## src/rtl/tg_seq_engine.sv

```systemverilog
// Table-driven TG sequencer: runs a loadable list of write/read/poll/delay commands
// through the one-pulse request interface of tg_axi_master and reports done/error/capture.
module tg_seq_engine #(
  parameter int AXI_ADDR_WIDTH = 32,
  parameter int AXI_DATA_WIDTH = 32,
  parameter int CMD_DEPTH      = 16,
  parameter int POLL_WAIT      = 5000,
  parameter int POLL_MAX       = 64,
  parameter int GAP_CYCLES     = 5,
  localparam int PCW = $clog2(CMD_DEPTH),
  localparam int SW  = AXI_DATA_WIDTH / 8,
  localparam int CW  = 3 + SW + AXI_ADDR_WIDTH + 2 * AXI_DATA_WIDTH
) (
  input  logic                      m_axi_aclk,
  input  logic                      m_axi_areset,
  input  logic                      cmd_we,
  input  logic [PCW-1:0]            cmd_waddr,
  input  logic [CW-1:0]             cmd_wdata,
  input  logic                      start,
  input  logic                      abort,
  output logic                      busy,
  output logic                      done,
  output logic                      error,
  output logic [1:0]                err_code,
  output logic [PCW-1:0]            err_pc,
  output logic                      cap_valid,
  output logic [AXI_DATA_WIDTH-1:0] cap_data,
  output logic [PCW-1:0]            cap_pc,
  output logic                      wr_req,
  output logic                      rd_req,
  output logic [AXI_ADDR_WIDTH-1:0] addr,
  output logic [AXI_DATA_WIDTH-1:0] wdata,
  output logic [SW-1:0]             wstrb,
  input  logic                      op_ack,
  input  logic [AXI_DATA_WIDTH-1:0] rdata
);

  localparam int CNTW = (AXI_DATA_WIDTH > 32) ? AXI_DATA_WIDTH : 32;
  localparam int TW   = $clog2(POLL_MAX + 1);

  localparam logic [2:0] OP_END   = 3'd0;
  localparam logic [2:0] OP_WRITE = 3'd1;
  localparam logic [2:0] OP_READ  = 3'd2;
  localparam logic [2:0] OP_POLL  = 3'd3;
  localparam logic [2:0] OP_DELAY = 3'd4;

  localparam logic [1:0] ERR_NONE    = 2'd0;
  localparam logic [1:0] ERR_TIMEOUT = 2'd1;
  localparam logic [1:0] ERR_ILLEGAL = 2'd2;
  localparam logic [1:0] ERR_ABORT   = 2'd3;

  localparam logic [PCW-1:0] PC_LAST = PCW'(CMD_DEPTH - 1);

  typedef enum logic [3:0] {
    S_IDLE, S_FETCH, S_DECODE, S_ISSUE, S_WAIT_ACK, S_GAP, S_PWAIT, S_DELAY, S_FINISH
  } state_t;

  state_t                    state_reg, state_next;
  logic [PCW-1:0]            pc_reg, pc_next;
  logic [CNTW-1:0]           cnt_reg, cnt_next;
  logic [TW-1:0]             tries_reg, tries_next;
  logic                      abort_pend_reg, abort_pend_next;
  logic                      error_reg, error_next;
  logic [1:0]                err_code_reg, err_code_next;
  logic [PCW-1:0]            err_pc_reg, err_pc_next;
  logic                      cap_valid_reg, cap_valid_next;
  logic [AXI_DATA_WIDTH-1:0] cap_data_reg, cap_data_next;
  logic [PCW-1:0]            cap_pc_reg, cap_pc_next;
  logic [AXI_ADDR_WIDTH-1:0] addr_reg, addr_next;
  logic [AXI_DATA_WIDTH-1:0] wdata_reg, wdata_next;
  logic [SW-1:0]             wstrb_reg, wstrb_next;

  // Command table; the table is only writable in IDLE, so cmd_q tracks slot pc for the whole command.
  logic [CW-1:0] cmd_mem [CMD_DEPTH];
  logic [CW-1:0] cmd_q;

  always_ff @(posedge m_axi_aclk) begin
    if (cmd_we && state_reg == S_IDLE) cmd_mem[cmd_waddr] <= cmd_wdata;
    cmd_q <= cmd_mem[pc_reg];
  end

  logic [2:0]                cmd_op;
  logic [SW-1:0]             cmd_strb;
  logic [AXI_ADDR_WIDTH-1:0] cmd_addr;
  logic [AXI_DATA_WIDTH-1:0] cmd_data;
  logic [AXI_DATA_WIDTH-1:0] cmd_mask;

  assign cmd_op   = cmd_q[CW-1 -: 3];
  assign cmd_strb = cmd_q[2*AXI_DATA_WIDTH + AXI_ADDR_WIDTH +: SW];
  assign cmd_addr = cmd_q[2*AXI_DATA_WIDTH +: AXI_ADDR_WIDTH];
  assign cmd_data = cmd_q[AXI_DATA_WIDTH +: AXI_DATA_WIDTH];
  assign cmd_mask = cmd_q[0 +: AXI_DATA_WIDTH];

  logic            poll_match;
  logic [CNTW-1:0] dly_last;
  logic            adv;
  logic            fail;
  logic [1:0]      fail_code;

  assign poll_match = ((rdata ^ cmd_data) & cmd_mask) == '0;
  assign dly_last   = CNTW'(cmd_data) - CNTW'(1);

  always_ff @(posedge m_axi_aclk or posedge m_axi_areset) begin
    if (m_axi_areset) begin
      state_reg      <= S_IDLE;
      pc_reg         <= '0;
      cnt_reg        <= '0;
      tries_reg      <= '0;
      abort_pend_reg <= 1'b0;
      error_reg      <= 1'b0;
      err_code_reg   <= ERR_NONE;
      err_pc_reg     <= '0;
      cap_valid_reg  <= 1'b0;
      cap_data_reg   <= '0;
      cap_pc_reg     <= '0;
      addr_reg       <= '0;
      wdata_reg      <= '0;
      wstrb_reg      <= '0;
    end else begin
      state_reg      <= state_next;
      pc_reg         <= pc_next;
      cnt_reg        <= cnt_next;
      tries_reg      <= tries_next;
      abort_pend_reg <= abort_pend_next;
      error_reg      <= error_next;
      err_code_reg   <= err_code_next;
      err_pc_reg     <= err_pc_next;
      cap_valid_reg  <= cap_valid_next;
      cap_data_reg   <= cap_data_next;
      cap_pc_reg     <= cap_pc_next;
      addr_reg       <= addr_next;
      wdata_reg      <= wdata_next;
      wstrb_reg      <= wstrb_next;
    end
  end

  always_comb begin
    state_next      = state_reg;
    pc_next         = pc_reg;
    cnt_next        = cnt_reg;
    tries_next      = tries_reg;
    abort_pend_next = abort_pend_reg;
    error_next      = error_reg;
    err_code_next   = err_code_reg;
    err_pc_next     = err_pc_reg;
    cap_valid_next  = 1'b0;
    cap_data_next   = cap_data_reg;
    cap_pc_next     = cap_pc_reg;
    addr_next       = addr_reg;
    wdata_next      = wdata_reg;
    wstrb_next      = wstrb_reg;
    adv             = 1'b0;
    fail            = 1'b0;
    fail_code       = ERR_NONE;

    case (state_reg)
      S_IDLE: begin
        if (start) begin
          state_next      = S_FETCH;
          pc_next         = '0;
          error_next      = 1'b0;
          err_code_next   = ERR_NONE;
          err_pc_next     = '0;
          abort_pend_next = 1'b0;
        end
      end
      S_FETCH: begin
        if (abort) begin
          fail = 1'b1; fail_code = ERR_ABORT;
        end else begin
          state_next = S_DECODE;
        end
      end
      S_DECODE: begin
        if (abort) begin
          fail = 1'b1; fail_code = ERR_ABORT;
        end else begin
          case (cmd_op)
            OP_END: state_next = S_FINISH;
            OP_WRITE, OP_READ, OP_POLL: begin
              addr_next  = cmd_addr;
              wdata_next = (cmd_op == OP_WRITE) ? cmd_data : '0;
              wstrb_next = (cmd_op == OP_WRITE) ? cmd_strb : '0;
              tries_next = '0;
              state_next = S_ISSUE;
            end
            OP_DELAY: begin
              if (cmd_data == '0) begin
                adv = 1'b1;
              end else begin
                cnt_next   = '0;
                state_next = S_DELAY;
              end
            end
            default: begin
              fail = 1'b1; fail_code = ERR_ILLEGAL;
            end
          endcase
        end
      end
      // Once a request is out the transaction must finish, so abort is only remembered here.
      S_ISSUE: begin
        if (abort) abort_pend_next = 1'b1;
        state_next = S_WAIT_ACK;
      end
      S_WAIT_ACK: begin
        if (abort) abort_pend_next = 1'b1;
        if (op_ack) begin
          if (cmd_op == OP_READ || cmd_op == OP_POLL) begin
            cap_valid_next = 1'b1;
            cap_data_next  = rdata;
            cap_pc_next    = pc_reg;
          end
          if (abort || abort_pend_reg) begin
            fail = 1'b1; fail_code = ERR_ABORT;
          end else if (cmd_op == OP_POLL && !poll_match) begin
            if (tries_reg == TW'(POLL_MAX - 1)) begin
              fail = 1'b1; fail_code = ERR_TIMEOUT;
            end else begin
              tries_next = tries_reg + TW'(1);
              cnt_next   = '0;
              state_next = (POLL_WAIT == 0) ? S_ISSUE : S_PWAIT;
            end
          end else if (GAP_CYCLES == 0) begin
            adv = 1'b1;
          end else begin
            cnt_next   = '0;
            state_next = S_GAP;
          end
        end
      end
      S_GAP: begin
        if (abort) begin
          fail = 1'b1; fail_code = ERR_ABORT;
        end else if (cnt_reg == CNTW'(GAP_CYCLES - 1)) begin
          adv = 1'b1;
        end else begin
          cnt_next = cnt_reg + CNTW'(1);
        end
      end
      S_PWAIT: begin
        if (abort) begin
          fail = 1'b1; fail_code = ERR_ABORT;
        end else if (cnt_reg == CNTW'(POLL_WAIT - 1)) begin
          state_next = S_ISSUE;
        end else begin
          cnt_next = cnt_reg + CNTW'(1);
        end
      end
      S_DELAY: begin
        if (abort) begin
          fail = 1'b1; fail_code = ERR_ABORT;
        end else if (cnt_reg == dly_last) begin
          adv = 1'b1;
        end else begin
          cnt_next = cnt_reg + CNTW'(1);
        end
      end
      S_FINISH: state_next = S_IDLE;
      default:  state_next = S_IDLE;
    endcase

    // Running off the last slot ends the run normally; pc never wraps back to 0.
    if (adv) begin
      if (pc_reg == PC_LAST) begin
        state_next = S_FINISH;
      end else begin
        pc_next    = pc_reg + PCW'(1);
        state_next = S_FETCH;
      end
    end
    if (fail) begin
      error_next    = 1'b1;
      err_code_next = fail_code;
      err_pc_next   = pc_reg;
      state_next    = S_FINISH;
    end
  end

  assign busy      = (state_reg != S_IDLE) && (state_reg != S_FINISH);
  assign done      = (state_reg == S_FINISH);
  assign wr_req    = (state_reg == S_ISSUE) && (cmd_op == OP_WRITE);
  assign rd_req    = (state_reg == S_ISSUE) && (cmd_op == OP_READ || cmd_op == OP_POLL);
  assign error     = error_reg;
  assign err_code  = err_code_reg;
  assign err_pc    = err_pc_reg;
  assign cap_valid = cap_valid_reg;
  assign cap_data  = cap_data_reg;
  assign cap_pc    = cap_pc_reg;
  assign addr      = addr_reg;
  assign wdata     = wdata_reg;
  assign wstrb     = wstrb_reg;

endmodule

```

## config.mk

```make
export PLATFORM = sky130hd
export DESIGN_NAME = tg_seq_engine
export DESIGN_NICKNAME = d
export VERILOG_FILES = /design/src/rtl/tg_seq_engine.sv
export SDC_FILE = /design/constraint.sdc
export NUM_CORES = 2
export LEC_CHECK = 0
export CAP_MARGIN = 40
export CORE_ASPECT_RATIO = 0.75
export CORE_MARGIN = 2
export CORE_UTILIZATION = 45
export CTS_CLUSTER_DIAMETER = 120
export DETAILED_ROUTE_END_ITERATION = 12
export GPL_TIMING_DRIVEN = 1
export HOLD_SLACK_MARGIN = 0.1
export PLACE_DENSITY = 0.62
export SYNTH_ARGS = -nofsm -noshare
export SYNTH_HDL_FRONTEND = slang
export SYNTH_SLANG_ARGS = --single-unit
```

## constraint.sdc

```tcl
create_clock -name m_axi_aclk -period 15.6 [get_ports m_axi_aclk]
set_input_delay 2.34 -clock m_axi_aclk [delete_from_list [all_inputs] [get_ports m_axi_aclk]]
set_output_delay 2.34 -clock m_axi_aclk [all_outputs]
set_load 0.1 [all_outputs]
```

==> flow_summary.toml <==
[floorplanning]
dieArea_um2 = 166000
die_w_um = 469
start_util = 0.452
die_h_um = 353
fp-row-count = 128
io_pins = 261
coreArea_um2 = 162000

[sta]
slew_viol_final = 0
slew_headroom = 0.277
finalSetupViolations = 0
period_share = 0.369
skew_ns = 0.0270
max_freq_mhz = 174
rsz0062_at_grt = "no"
hold_viol_final = 0
worst_pin_slew_ns = 1.08
setup_tns_ns = 0
period_minus_slack_ns = 5.75

[run]
maxCapViolCount = 0

[worst_hold_path]
holdPathEnd = "addr[31]$_DFFE_PP0P_"
holdCritStartpoint = "cmd_q[95]$_DFF_P_"
hold_path_depth = 2
hold_class = "reg -> reg"

[routing]
drcViolationCount = 0
ant_nets = 0
wl_per_cell_um = 29.2
wl_mm = 183
drt_iter0_markers = 3991
num_vias = 36845
first_pass_iters = 6
post_drt_via_cell_ratio = 5.89

[cells_and_area]
top_register = "cmd_mem"
area_delta_synth_final_pct = 19.3
multi_input_area_um2 = 16800
regArea_um2 = 55600
largest_reg_flops = 1648
final_area_um2 = 87200
top_regs = "cmd_mem: 1648 flops, cmd_q: 103 flops"
final_util = 0.539
drive_above_1_share = 0.256
nets = 4095
fillerInstances = 12242

[global_route]
grt_overflow = 0
grt-busiest-layer = "met2"
grt_usage = 0.221
antenna_found_initial = 26
grt_pass1_wl_mm = 267
grt_pass1_vias = 37057
gr-usage-met3 = 0.0397
grt_start_max_net_pins = 154
met2_usage = 0.354
use_met1 = 0.321

[setup_path]
start_kind = "primary input"
r2r_cells = 7
r2r_slack_ns = 10.56
crit_required_ns = 16.29
cp-end-kind = "flop"
r2r_end = "cmd_q[70]$_DFF_P_"
path_class = "in -> reg"
reg2reg_from = "pc_reg[0]$_DFF_PP0_"
crit_fanout = 39
crit_arrival_ns = 6.44

[cts]
cts_tree = "done"
clock-sinks = 1911
path_clk_slew_ns = 0.07
clock_latency_ns = 0.82
cts_buffers = 182
cts_resized = 0
htreeDepth = 4
cts_buffer_depth = 3
cts_hold_buf = 0
cts-root-buf = "clkbuf_16"
post_cts_buffers = 0

[pwr]
power.switching_uw = 3000
combPwrFrac = 0.132
vdd_drop_max_uv = 153
seqPwrFrac = 0.490
p_int_uw = 8960
power_frac_clock = 0.377
p_per_area_nw_per_um2 = 137
swShare = 0.251
total_power_uw = 12000
leakagePower_uw = 0.0279

[logic_synthesis]
ys_warn_count = 0
synthArstFlopShare = 0.0837
synth-edff-count = 1648
ys_ff_latch = 1911
syn-num-nets = 3657
ys.flop_type = "edfxtp_1"
yosysSeqAreaShare = 0.760
synth_cell_types = 76
netlist_area_um2 = 73100
syn-mean-instance-area_um2 = 20.8
syn_inst = 3507

[place]
place_area_um2 = 81000
place_hpwl_mm = 97.5
port_buffers = 260
gp_congestion = 0.867

[run_status]
status = "finished clean"
## through the flow
| stage | std cells | worst slack, ns | hold WS [ns] |
|---|---|---|---|
| after floorplan | 3507 | 5.16 | 0.398 |
| after global placement | 5776 | 9.29 | 0.413 |
| after detailed placement | 5905 | 9.17 | 0.412 |
| after CTS | 6247 | 9.92 | 0.422 |
| after global routing | 6251 | 9.79 | 0.437 |
| final | 6257 | 9.85 | 0.415 |
## critical path: stages
cell,delay [ns]
clkdlybuf4s50_1,0.47
xor2_1,0.19
a22oi_1,0.85
nand4_1,0.19
nor4_1,0.47
buf_4,0.26
o21ai_0,0.13
nor2_1,0.16
o21ai_2,0.06
buf_4,0.25
nand2b_1,0.33
buf_4,0.31
o41ai_1,0.38
## Yosys cell counts (5+ instances only)
master       n  share of area
nand2b_1     6        0.00051
nor2b_1     10        0.00086
nor4b_1      5        0.00060
a31oi_1      8        0.00068
o21ai_0     50         0.0034
nor2_1      72         0.0037
buf_1       44         0.0023
ha_1         5        0.00086
clkbuf_1   138         0.0071
nor3b_1      6        0.00062
mux4_2     515           0.16
mux2_2      35         0.0054
and3_1      10        0.00086
o41ai_1      8        0.00096
nor4_1      26         0.0022
or4_1       10         0.0010
nand3_1     81         0.0055
dfxtp_1    103          0.028
a22oi_1     16         0.0016
inv_1       22         0.0011
edfxtp_1  1648           0.68
xor2_1      39         0.0047
o31ai_1     14         0.0014
o211ai_1     5        0.00051
and2_1       6        0.00051
nand4b_1     5        0.00060
nor3_1      33         0.0023
a21oi_1     32         0.0022
or3_1       11        0.00094
o21ai_2      5        0.00060
o31ai_2      5        0.00086
dfrtp_1    160          0.055
nand3b_1     5        0.00051
nand4_1     22         0.0019
xnor2_1     30         0.0036
or2_2        5        0.00043
nand2_1    250          0.013
## logic make-up after synthesis
logic type               count (synthesis)  share of synthesized area
AO/OA/AOI/OAI                          177                     0.0165
XOR/XNOR                                69                    0.00827
adder cells (fa/ha/maj)                  5                   0.000856
buffers and inverters                  213                     0.0116
flip-flops                            1911                      0.760
multiplexers                           554                      0.165
AND/OR/NAND/NOR                        578                     0.0380
## cell usage in the layout, fill, tap and decap left out, types with 57 or more instances in the layout
| cell type | netlist | layout |
|---|---|---|
| dfxtp_1 | 103 | 103 |
| buf_16 | 0 | 57 |
| clkbuf_16 | 0 | 188 |
| edfxtp_1 | 1648 | 1648 |
| clkdlybuf4s50_1 | 0 | 257 |
| buf_8 | 1 | 67 |
| dfrtp_1 | 160 | 156 |
| nand2_1 | 250 | 248 |
| mux4_2 | 515 | 515 |
| nand3_1 | 81 | 81 |
| nor2_1 | 72 | 60 |
## final cells by class
| type | count | share of cell area |
|---|---|---|
| Antenna cell | 9 | 0.000258 |
| Inverter | 22 | 0.00103 |
| Multi-Input combinational cell | 1383 | 0.193 |
| Timing Repair Buffer | 445 | 0.0676 |
| Tap cell | 2145 | 0.0308 |
| Clock inverter | 84 | 0.0112 |
| Sequential cell | 1911 | 0.637 |
| Clock buffer | 258 | 0.0589 |
## metal layers
layer / routed length (µm) / part of all wire / vias up
li1: - / - / 15325
met1: 77400 / 0.42 / 19810
met2: 89800 / 0.49 / 1427
met3: 12500 / 0.068 / 263
met4: 3160 / 0.017 / 20
met5: 127 / 0.00069 / -
## power by group through the flow
| stage | Combinational (µW) | Clock, µW | Sequential, µW |
|---|---|---|---|
| floorplan | 296 | 0 | 6490 |
| global placement | 1230 | 0 | 5960 |
| detailed placement | 1590 | 0 | 5970 |
| CTS | 1590 | 4600 | 5860 |
| global route | 1650 | 4800 | 5880 |
| finish | 1580 | 4510 | 5860 |
## worst max-delay path by stage
stage	start	to	cells after the start	slack, ns
3_5_place_dp	rdata[31]	cnt_reg[22]$_DFFE_PP0P_	13	9.17
2_1_floorplan	cmd_we	cmd_mem[0][0]$_DFFE_PP_	3	5.16
4_1_cts	cmd_q[100]$_DFF_P_	wr_req	5	9.92
5_1_grt	cmd_q[100]$_DFF_P_	wr_req	5	9.79
6_report	rdata[31]	cnt_reg[7]$_DFFE_PP0P_	13	9.85
3_3_place_gp	rdata[31]	cnt_reg[7]$_DFFE_PP0P_	13	9.29
Power figures use the tool's default switching activity.
